`src/rtl/boot_pkg.sv`:
```
// -----------------------------------------------------------------------------
// boot_pkg
// Shared definitions for the UART boot loader: frame sync byte, frame field
// widths, the loader state encoding and the running-checksum helper.
// Optional feature macro: BOOT_CHECKSUM_EN (adds the CKSUM state).
// -----------------------------------------------------------------------------
package boot_pkg;

    localparam logic [7:0] SYNC_BYTE  = 8'hA5;
    localparam int         BYTE_W     = 8;
    localparam int         LEN_W      = 16;
    localparam int         WORD_W     = 32;
    localparam int         BYTE_CNT_W = 2;

    typedef enum logic [2:0] {
        IDLE  = 3'd0,
        LEN0  = 3'd1,
        LEN1  = 3'd2,
        DATA  = 3'd3,
`ifdef BOOT_CHECKSUM_EN
        CKSUM = 3'd4,
`endif
        DONE  = 3'd5,
        ERR   = 3'd6
    } boot_state_t;

    // Running XOR over frame bytes.
    function automatic logic [BYTE_W-1:0] cksum_update(
        input logic [BYTE_W-1:0] acc,
        input logic [BYTE_W-1:0] data
    );
        return acc ^ data;
    endfunction

endpackage

```
`src/rtl/boot_timeout.sv`:
```
// -----------------------------------------------------------------------------
// boot_timeout
// Loadable down-counter that flags when TIMEOUT_CYC cycles have elapsed since
// the last load while enabled.
// Ports:
//   clk, reset_n  - system clock, synchronous active-low reset
//   load          - reload the counter (a byte arrived)
//   enable        - count only while a frame is in progress
//   expired       - the next idle edge is the TIMEOUT_CYC-th one; a load in
//                   the same cycle suppresses it
// -----------------------------------------------------------------------------
module boot_timeout #(
    parameter int unsigned TIMEOUT_CYC = 1_000_000
) (
    input  logic clk,
    input  logic reset_n,
    input  logic load,
    input  logic enable,
    output logic expired
);

    localparam int             CNT_W    = $clog2(TIMEOUT_CYC + 1);
    localparam logic [CNT_W-1:0] LOAD_VAL = CNT_W'(TIMEOUT_CYC);
    localparam logic [CNT_W-1:0] ONE      = CNT_W'(1);

    logic [CNT_W-1:0] cnt_r;

    // Down-counter: loaded on every byte, decremented on idle enabled cycles.
    always_ff @(posedge clk) begin
        if (!reset_n) begin
            cnt_r <= '0;
        end else if (load) begin
            cnt_r <= LOAD_VAL;
        end else if (enable && (cnt_r != '0)) begin
            cnt_r <= cnt_r - ONE;
        end else begin
            cnt_r <= cnt_r;
        end
    end

    // A counter value of one means this cycle's edge completes the idle window.
    assign expired = enable && !load && (cnt_r == ONE);

endmodule

```
`src/rtl/uart_boot_loader.sv`:
```
// -----------------------------------------------------------------------------
// uart_boot_loader
// Receives a boot frame from the UART RX byte stream and writes it into the
// instruction memory, holding the core in reset until a load completes.
// Frame: A5, LEN_LO, LEN_HI, 4*N little-endian data bytes [, CKSUM].
// Optional feature macro: BOOT_CHECKSUM_EN -- when defined, a trailing XOR
// checksum over the LEN and data bytes is verified before DONE.
// Ports:
//   clk, reset_n          - system clock, synchronous active-low reset
//   rx_data, rx_valid     - byte and one-cycle strobe from the UART receiver
//   mem_we/addr/wdata     - instruction-memory write port (values held when idle)
//   cpu_reset_n           - core reset, released once a load completes
//   boot_done, boot_err   - load completed / last frame aborted
// -----------------------------------------------------------------------------
module uart_boot_loader
    import boot_pkg::*;
#(
    parameter int unsigned ADDR_W      = 7,
    parameter int unsigned TIMEOUT_CYC = 1_000_000
) (
    input  logic              clk,
    input  logic              reset_n,
    input  logic [7:0]        rx_data,
    input  logic              rx_valid,
    output logic              mem_we,
    output logic [ADDR_W-1:0] mem_addr,
    output logic [31:0]       mem_wdata,
    output logic              cpu_reset_n,
    output logic              boot_done,
    output logic              boot_err
);

    // One extra bit so a full 2**ADDR_W word load can be counted.
    localparam int               IDX_W     = ADDR_W + 1;
    localparam logic [LEN_W-1:0] MAX_WORDS = LEN_W'(2 ** ADDR_W);

    boot_state_t             state_r;
    logic [LEN_W-1:0]        len_r;
    logic [WORD_W-1:0]       word_r;
    logic [BYTE_CNT_W-1:0]   byte_cnt_r;
    logic [IDX_W-1:0]        word_idx_r;
    logic                    mem_we_r;
    logic [ADDR_W-1:0]       mem_addr_r;
    logic [WORD_W-1:0]       mem_wdata_r;
    logic                    cpu_reset_n_r;
    logic                    boot_done_r;
    logic                    boot_err_r;
`ifdef BOOT_CHECKSUM_EN
    logic [BYTE_W-1:0]       xor_r;
`endif

    logic [LEN_W-1:0]        len_full_s;
    logic [IDX_W-1:0]        next_idx_s;
    logic                    sync_s;
    logic                    tmo_en_s;
    logic                    tmo_expired_s;

    assign len_full_s = {rx_data, len_r[7:0]};
    assign next_idx_s = word_idx_r + IDX_W'(1);
    assign sync_s     = rx_valid && (rx_data == SYNC_BYTE);

    // Timeout runs only while a frame is in progress.
    always_comb begin
        tmo_en_s = 1'b0;
        case (state_r)
            LEN0, LEN1, DATA: tmo_en_s = 1'b1;
`ifdef BOOT_CHECKSUM_EN
            CKSUM:            tmo_en_s = 1'b1;
`endif
            default:          tmo_en_s = 1'b0;
        endcase
    end

    boot_timeout #(
        .TIMEOUT_CYC (TIMEOUT_CYC)
    ) u_timeout (
        .clk     (clk),
        .reset_n (reset_n),
        .load    (rx_valid),
        .enable  (tmo_en_s),
        .expired (tmo_expired_s)
    );

    // Frame FSM with registered memory-port and status outputs.
    always_ff @(posedge clk) begin
        if (!reset_n) begin
            state_r       <= IDLE;
            len_r         <= '0;
            word_r        <= '0;
            byte_cnt_r    <= '0;
            word_idx_r    <= '0;
            mem_we_r      <= 1'b0;
            mem_addr_r    <= '0;
            mem_wdata_r   <= '0;
            cpu_reset_n_r <= 1'b0;
            boot_done_r   <= 1'b0;
            boot_err_r    <= 1'b0;
`ifdef BOOT_CHECKSUM_EN
            xor_r         <= '0;
`endif
        end else begin
            mem_we_r <= 1'b0;
            case (state_r)
                IDLE, ERR: begin
                    // Sync starts a fresh frame; from ERR this is a re-load.
                    if (sync_s) begin
                        state_r    <= LEN0;
                        len_r      <= '0;
                        word_r     <= '0;
                        byte_cnt_r <= '0;
                        word_idx_r <= '0;
                        boot_err_r <= 1'b0;
`ifdef BOOT_CHECKSUM_EN
                        xor_r      <= '0;
`endif
                    end
                end
                LEN0: begin
                    if (rx_valid) begin
                        len_r[7:0] <= rx_data;
                        state_r    <= LEN1;
`ifdef BOOT_CHECKSUM_EN
                        xor_r      <= cksum_update(xor_r, rx_data);
`endif
                    end else if (tmo_expired_s) begin
                        state_r    <= ERR;
                        boot_err_r <= 1'b1;
                    end
                end
                LEN1: begin
                    if (rx_valid) begin
                        len_r[15:8] <= rx_data;
`ifdef BOOT_CHECKSUM_EN
                        xor_r       <= cksum_update(xor_r, rx_data);
`endif
                        if (len_full_s > MAX_WORDS) begin
                            state_r    <= ERR;
                            boot_err_r <= 1'b1;
                        end else if (len_full_s == LEN_W'(0)) begin
`ifdef BOOT_CHECKSUM_EN
                            state_r       <= CKSUM;
`else
                            state_r       <= DONE;
                            boot_done_r   <= 1'b1;
                            cpu_reset_n_r <= 1'b1;
`endif
                        end else begin
                            state_r <= DATA;
                        end
                    end else if (tmo_expired_s) begin
                        state_r    <= ERR;
                        boot_err_r <= 1'b1;
                    end
                end
                DATA: begin
`ifndef BOOT_CHECKSUM_EN
                    // Last word was written on the previous edge; finish now.
                    if (LEN_W'(word_idx_r) == len_r) begin
                        state_r       <= DONE;
                        boot_done_r   <= 1'b1;
                        cpu_reset_n_r <= 1'b1;
                    end else
`endif
                    if (rx_valid) begin
                        // Bytes enter at the top so the first byte ends up in [7:0].
                        word_r     <= {rx_data, word_r[31:8]};
                        byte_cnt_r <= byte_cnt_r + 2'd1;
`ifdef BOOT_CHECKSUM_EN
                        xor_r      <= cksum_update(xor_r, rx_data);
`endif
                        if (byte_cnt_r == 2'd3) begin
                            mem_we_r    <= 1'b1;
                            mem_addr_r  <= word_idx_r[ADDR_W-1:0];
                            mem_wdata_r <= {rx_data, word_r[31:8]};
                            word_idx_r  <= next_idx_s;
`ifdef BOOT_CHECKSUM_EN
                            // Move on immediately so a back-to-back checksum byte is caught.
                            if (LEN_W'(next_idx_s) == len_r) begin
                                state_r <= CKSUM;
                            end
`endif
                        end
                    end else if (tmo_expired_s) begin
                        state_r    <= ERR;
                        boot_err_r <= 1'b1;
                    end
                end
`ifdef BOOT_CHECKSUM_EN
                CKSUM: begin
                    if (rx_valid) begin
                        if (rx_data == xor_r) begin
                            state_r       <= DONE;
                            boot_done_r   <= 1'b1;
                            cpu_reset_n_r <= 1'b1;
                        end else begin
                            state_r    <= ERR;
                            boot_err_r <= 1'b1;
                        end
                    end else if (tmo_expired_s) begin
                        state_r    <= ERR;
                        boot_err_r <= 1'b1;
                    end
                end
`endif
                DONE: begin
                    state_r <= DONE;
                end
                default: begin
                    state_r <= IDLE;
                end
            endcase
        end
    end

    assign mem_we      = mem_we_r;
    assign mem_addr    = mem_addr_r;
    assign mem_wdata   = mem_wdata_r;
    assign cpu_reset_n = cpu_reset_n_r;
    assign boot_done   = boot_done_r;
    assign boot_err    = boot_err_r;

endmodule
```
`config.mk`:
```
export PLATFORM = sky130hd
export DESIGN_NAME = uart_boot_loader
export DESIGN_NICKNAME = d
export VERILOG_FILES = /design/src/rtl/boot_pkg.sv /design/src/rtl/boot_timeout.sv /design/src/rtl/uart_boot_loader.sv
export SDC_FILE = /design/constraint.sdc
export NUM_CORES = 1
export LEC_CHECK = 0
export BUFFER_PORTS_ARGS = -buffer_cell sky130_fd_sc_hd__buf_4
export CAP_MARGIN = 30
export CORE_UTILIZATION = 35
export CTS_BUF_LIST = sky130_fd_sc_hd__clkbuf_2 sky130_fd_sc_hd__clkbuf_4 sky130_fd_sc_hd__clkbuf_8
export DETAILED_ROUTE_END_ITERATION = 16
export GPL_TIMING_DRIVEN = 0
export PLACE_DENSITY_LB_ADDON = 0.25
export SLEW_MARGIN = 0
export SYNTH_ARGS = -nofsm -noshare
export SYNTH_HDL_FRONTEND = slang
export SYNTH_SLANG_ARGS = --single-unit
```
`constraint.sdc`:
```
create_clock -name clk -period 2.7 [get_ports clk]
set_clock_uncertainty 0.1 [all_clocks]
set_input_delay 0.54 -clock clk [delete_from_list [all_inputs] [get_ports clk]]
set_output_delay 0.54 -clock clk [all_outputs]
set_load 0.02 [all_outputs]
```
==> flow_summary.ini, run 1 <==
[setup_path]
r2r-start = len_r[15]
r2r_setup_slack_ps = 230
worstSetupEndpoint = boot_err
path_cells = nor4_1 > and4_1 > and4_1 > clkbuf_1 > clkbuf_1 > a211oi_1 > o21a_1
reg2reg_depth = 7
cpMaxStageDelayCell = nor4_1
r2r_end = boot_err
max_stage_delay_ps = 440
startpoint_type = flop
required_ps = 2950
criticalPathCategory = reg2reg
worstPathArrival_ps = 2720
crit_start = len_r[15]
crit_fanout = 10
end_kind = flop

[hold_path]
hp-class = in2reg

[cts]
clk_pin_slew_ps = 80
cts-root-buf = clkbuf_8
cts_tree = yes
cts_made_buffers = 17
cts_buffer_depth = 2
clock_latency_ps = 450
clock-sinks = 115
htree_levels = 4

[sta]
slew_headroom_pct = 41.31
finalMaxSlewViolations = 0
finalHoldViolations = 0
setup_slack_ps = 229.1
post-route-min-period_ps = 2471
setup_viol = 0
tightestPinTransition_ps = 880.3
fmax_ghz = 0.4047
final.period_utilization_pct = 91.51
holdWs_ps = 283.1
fin_tns_setup_ps = 0
rsz0062_at_grt = false

[synthesis]
syn_inst = 561
synth_fp_nets = 577
async_flop_share_pct = 0
ys_types = 54
ys_ff_latch = 115
yosysWarnings = 0
synth_edf_count = 0
synth_area_um2 = 5156
yosysSeqAreaShare_pct = 44.65
syn_area_per_cell_um2 = 9.191
synth-main-ff-cell = dfxtp_1

[die]
initial_core_util_pct = 36.44
row_count = 43
die_area_um2 = 15220
die_y_um = 123.4
core-area_um2 = 14150
fp.dieW_um = 123.4
ios = 54

[placed_design]
gp_congestion = 0.8217
dp_slack_ps = 19.79
dpl.cell_count = 794
dp.final_hpwl_um = 8911
port_buffers = 52
postPlaceCellArea_um2 = 5777

[cells_and_area]
layout_commonest_cell = dfxtp_1
final_area_um2 = 6153
syn2layout_area_growth_pct = 19.34
fin_util_pct = 43.49
nFillCells = 1391
final-instance-count-excl-fill = 826
layout.nets = 649
drive_above_1_share_pct = 17.34
antenna-diode-count = 0
mostFrequentLayoutCells = dfxtp_1, nand2_1, mux2i_1

[route]
num_vias = 4260
wirelength_um = 12380
drt-wirelength-per-cell_um = 14.99
drtPass1Iterations = 5
drc = 0
ant_nets = 0
vias_per_cell = 5.157
drt_iter0_markers = 189

[power]
total_power_mw = 3.322
power_density_nw_per_um2 = 539.8
ir_worst_vdd_uv = 263.2
leakage_nw = 2.215

[global_route]
grt_pass1_vias = 4062
antenna_found_initial = 0
overflow = 0
grt_max_degree = 17
grt_usage_pct = 17.30
grt_pass1_wl_um = 19900

[run_status]
status = finished clean

[run]
drv_cap = 0
## worst max-delay path: cells and delay by family (launching register included)
family | cells | cell delay [ps]
AND/OR/NAND/NOR | 3 | 920
AO/OA/AOI/OAI | 2 | 360
flip-flops | 1 | 320
buffers and inverters | 2 | 670
## worst min path at each step
stage                from         to  slack (ps)  cells past startpoint
2_1_floorplan   len_r[13]  len_r[13]         330                      2
3_3_place_gp    len_r[15]  len_r[15]         340                      2
3_5_place_dp    len_r[10]  len_r[10]         340                      2
4_1_cts        rx_data[0]   len_r[0]         250                      3
5_1_grt        rx_data[0]   len_r[0]         260                      3
6_report       rx_data[0]   len_r[0]         280                      3
## power by group
part,internal (mW),switching (mW),leakage [nW]
Clock,0.730,0.755,0.186
Sequential,1.70,0.00785,0.928
Combinational,0.0397,0.0861,1.10
Total,2.47,0.849,2.22
## final cells by class
cell class / instances / area [um^2] / area share, %
Multi-Input combinational cell: 401 / 2665 / 43.31
Inverter: 7 / 26.28 / 0.4270
Buffer: 38 / 170.2 / 2.765
Timing Repair Buffer: 53 / 395.4 / 6.425
Sequential cell: 115 / 2302 / 37.41
Tap cell: 180 / 225.2 / 3.660
Clock inverter: 15 / 135.1 / 2.196
Clock buffer: 17 / 234.0 / 3.802
## what timing repair did
action	CTS	global route
setup endpoints to repair	0	4
hold buffers	0	0
setup buffers	0	0
endpoints found under the hold margin	0	0
resized for setup	0	2
## state kept, by name, summed over array words and instances (netlist names)
register / count
boot_done: 1
boot_err: 1
byte_cnt_r: 2
len_r: 16
mem_addr: 7
mem_wdata: 32
mem_we: 1
state_r: 3
u_timeout.cnt_r: 20
word_idx_r: 8
word_r: 24
## Yosys cell counts, types with 7 or more instances
cell / number / area [um^2]
dfxtp_1: 115 / 2302
nand2_1: 86 / 322.8
mux2i_1: 74 / 740.7
nor2_1: 57 / 214.0
clkbuf_1: 23 / 86.33
a21oi_1: 20 / 100.1
xnor2_1: 20 / 175.2
nor4_1: 16 / 100.1
buf_2: 12 / 60.06
or4_1: 11 / 82.58
o31ai_1: 10 / 75.07
nand3b_1: 9 / 67.56
nand4_1: 8 / 50.05
o21a_1: 8 / 60.06
xor2_1: 8 / 70.07
a211oi_1: 7 / 52.55
nor3_1: 7 / 35.03
## logic make-up after synthesis
family,count (synthesis),share of synthesized area (%)
DFF,115,44.65
xor gates and xnor gates,28,4.756
buffers and inverters,45,3.810
AOI/OAI and AO/OA,66,9.027
adders and majority gates,5,1.213
muxes,74,14.37
and+or+nand+nor,228,22.18
## routing by layer
| metal | up-vias | routed length, um | part of all wire [%] | GRT usage, % |
|---|---|---|---|---|
| met4 | 0 | 240 | 1.9 | 9.036 |
| met1 | 2003 | 5826 | 47 | 21.99 |
| li1 | 2122 | - | - | - |
| met3 | 21 | 639 | 5.2 | 4.935 |
| met2 | 114 | 5674 | 46 | 26.50 |
| met5 | - | 0 | 0 | 0 |
Note: power is estimated with default switching activity, not from simulation.
==> run 2: changes to the inputs <==
--- a/config.mk
+++ b/config.mk
@@ -15,4 +15,5 @@
 export SLEW_MARGIN = 0
 export SYNTH_ARGS = -nofsm -noshare
 export SYNTH_HDL_FRONTEND = slang
+export SYNTH_HIERARCHICAL = 1
 export SYNTH_SLANG_ARGS = --single-unit
==> flow_summary.ini, run 2 <==
[run_status]
status = complete, but fails checks
violations = design-rule violations

[setup_path]
end_kind = flop
critPathBufInv = 2
startpoint_type = flop
reg2reg_depth = 7
cp_num_cells = 7
crit_fanout = 10
required_ps = 2920
path_cells = nor4_1 > nand4_1 > nor3_4 > o31ai_1 > buf_4 > buf_2 > mux2i_1
r2r-start = len_r[15]
cpMaxStageDelayCell = nor4_1
crit_start = len_r[15]
criticalPathCategory = reg2reg
r2r_setup_slack_ps = 160
cpLargestDelayFamily = simple AND/OR/NAND/NOR gates
worstPathArrival_ps = 2760
max_stage_delay_ps = 540

[cells_and_area]
layout.nets = 658
mostFrequentLayoutCells = dfxtp_1, mux2i_1, nor2_1
syn2layout_area_growth_pct = 19.31
final-instance-count-excl-fill = 840
layout_commonest_cell = dfxtp_1
drive_above_1_share_pct = 17.68
antenna-diode-count = 0
fin_util_pct = 43.02
largest_reg_flops = 32
nFillCells = 1447

[placed_design]
gp_congestion = 0.8521
dp.final_hpwl_um = 9363
port_buffers = 52
dpl.cell_count = 810
dp_slack_ps = -82.07

[global_route]
grt_max_degree = 18
antenna_found_initial = 0
grt_pass1_vias = 4351
grt_usage_pct = 17.78
grt_pass1_wl_um = 21940
overflow = 0

[power]
pwr-share-comb_pct = 4.1
power_density_nw_per_um2 = 541.2
leakage_nw = 2.235
intPower_mw = 2.536
p_switching_mw = 0.8739
swShare_pct = 25.63
ir_worst_vdd_uv = 291.6
clockPowerShare_pct = 45.7
power_frac_seq_pct = 50.2

[cts]
cts_buffer_depth = 2
cts_tree = yes
cts-root-buf = clkbuf_8
clock_latency_ps = 440
clk_pin_slew_ps = 80
clock-sinks = 115
cts_made_buffers = 17
cts.repair.resized = 1
htree_levels = 4
postCtsSetupRepairBufs = 0
postCtsHoldBufs = 0

[route]
wirelength_um = 13120
ant_nets = 0
drtPass1Iterations = 11
drt_iter0_markers = 401
vias_per_cell = 5.277
drt-wirelength-per-cell_um = 15.62
num_vias = 4433
drc = 6

[die]
ios = 54
core-area_um2 = 14640
fp.dieW_um = 124.8
die_area_um2 = 15580
initial_core_util_pct = 36.06
row_count = 44
die_y_um = 124.8

[sta]
final.period_utilization_pct = 94.01
finalHoldViolations = 0
slew_headroom_pct = 42.43
fmax_ghz = 0.3940
post-route-min-period_ps = 2538
tightestPinTransition_ps = 856.9
setup_slack_ps = 161.7
finalMaxSlewViolations = 0
setup_viol = 0
holdWs_ps = 266.2
rsz0062_at_grt = false
fin_tns_setup_ps = 0

[synthesis]
yosysTopAreaCellShare_pct = 43.60
synth-main-ff-cell = dfxtp_1
synth_edf_count = 0
syn_inst = 574
ys_ff_latch = 115
yosysWarnings = 6
yosysSeqAreaShare_pct = 43.60
ys_types = 61
async_flop_share_pct = 0
synth.area.top_cells = dfxtp_1, mux2i_1, nor2_1
synth_area_um2 = 5280
synth_top_cell_by_area = dfxtp_1
syn_area_per_cell_um2 = 9.199
synth_common_cells = dfxtp_1, mux2i_1, nor2_1, nand2_1, nand3_1
synth_fp_nets = 589
yosysMostFrequentCell = dfxtp_1

[hold_path]
hp-class = in2reg
min_from = rx_data[1]
hold_depth = 2

[run]
drv_cap = 0
[run 2: changes by cell type in the layout (fill, tap and decap cells not counted), sizes merged, moves of 6 or more]
cell | before | now
nand3 | 3 | 36
nand2 | 86 | 58
a21oi | 21 | 10
nor2 | 57 | 68
a211oi | 8 | 0
nand3b | 9 | 1
nor4 | 17 | 9
a22o | 1 | 8
clkinv | 10 | 4
o21ai | 2 | 8
[run 2: layer usage]
layer	wire length (um)	global-route usage [%]	vias up
met1	6192	23.28	2107
met3	728	4.682	15
met4	179	5.954	0
met2	6023	28.32	127
li1	-	-	2184
met5	0	0	-
[run 2: cell families after synthesis]
family	Yosys count	share of synthesized area [%]
flops	115	43.60
simple gates	236	22.42
buf+inv	48	4.408
fa+ha+maj	4	0.9479
xor+xnor	26	4.313
mux	74	14.03
compound gates	71	10.28
[run 2: layout make-up]
class / count / area [um^2] / share of cell area [%]
Tap cell: 184 / 230.2 / 3.654
Buffer: 38 / 196.4 / 3.118
Clock inverter: 13 / 123.9 / 1.966
Sequential cell: 115 / 2302 / 36.54
Timing Repair Buffer: 52 / 390.4 / 6.197
Clock buffer: 19 / 261.5 / 4.151
Inverter: 8 / 30.03 / 0.4767
Multi-Input combinational cell: 411 / 2765 / 43.89
[run 2: power by group through the flow]
stage          logic, mW  registers, mW  clock network (mW)
3_3_place_gp       0.138           1.75                   0
2_1_floorplan     0.0838           1.75                   0
3_5_place_dp       0.140           1.75                   0
6_report           0.141           1.71                1.56
5_1_grt            0.153           1.71                1.67
4_1_cts            0.140           1.71                1.60
[run 2: path summary, 6_finish.rpt]
kind | to
max | word_r[21]
min | len_r[9]
max reg2reg | word_r[21]
min reg2reg | byte_cnt_r[1]
[run 2: per-stage QoR]
step	cell area [um^2]	power, mW
global route	6300	3.538
floorplan	5280	1.833
global placement	5901	1.887
CTS	6287	3.447
detailed placement	5901	1.890
finish	6300	3.410
[run 2: worst reg2reg max path: cells and delay by family (launching register included)]
family	cells	cell delay [ps]
AND/OR/NAND/NOR	3	1260
buffers and inverters	2	430
flip-flops	1	320
multiplexers	1	160
AO/OA/AOI/OAI	1	150
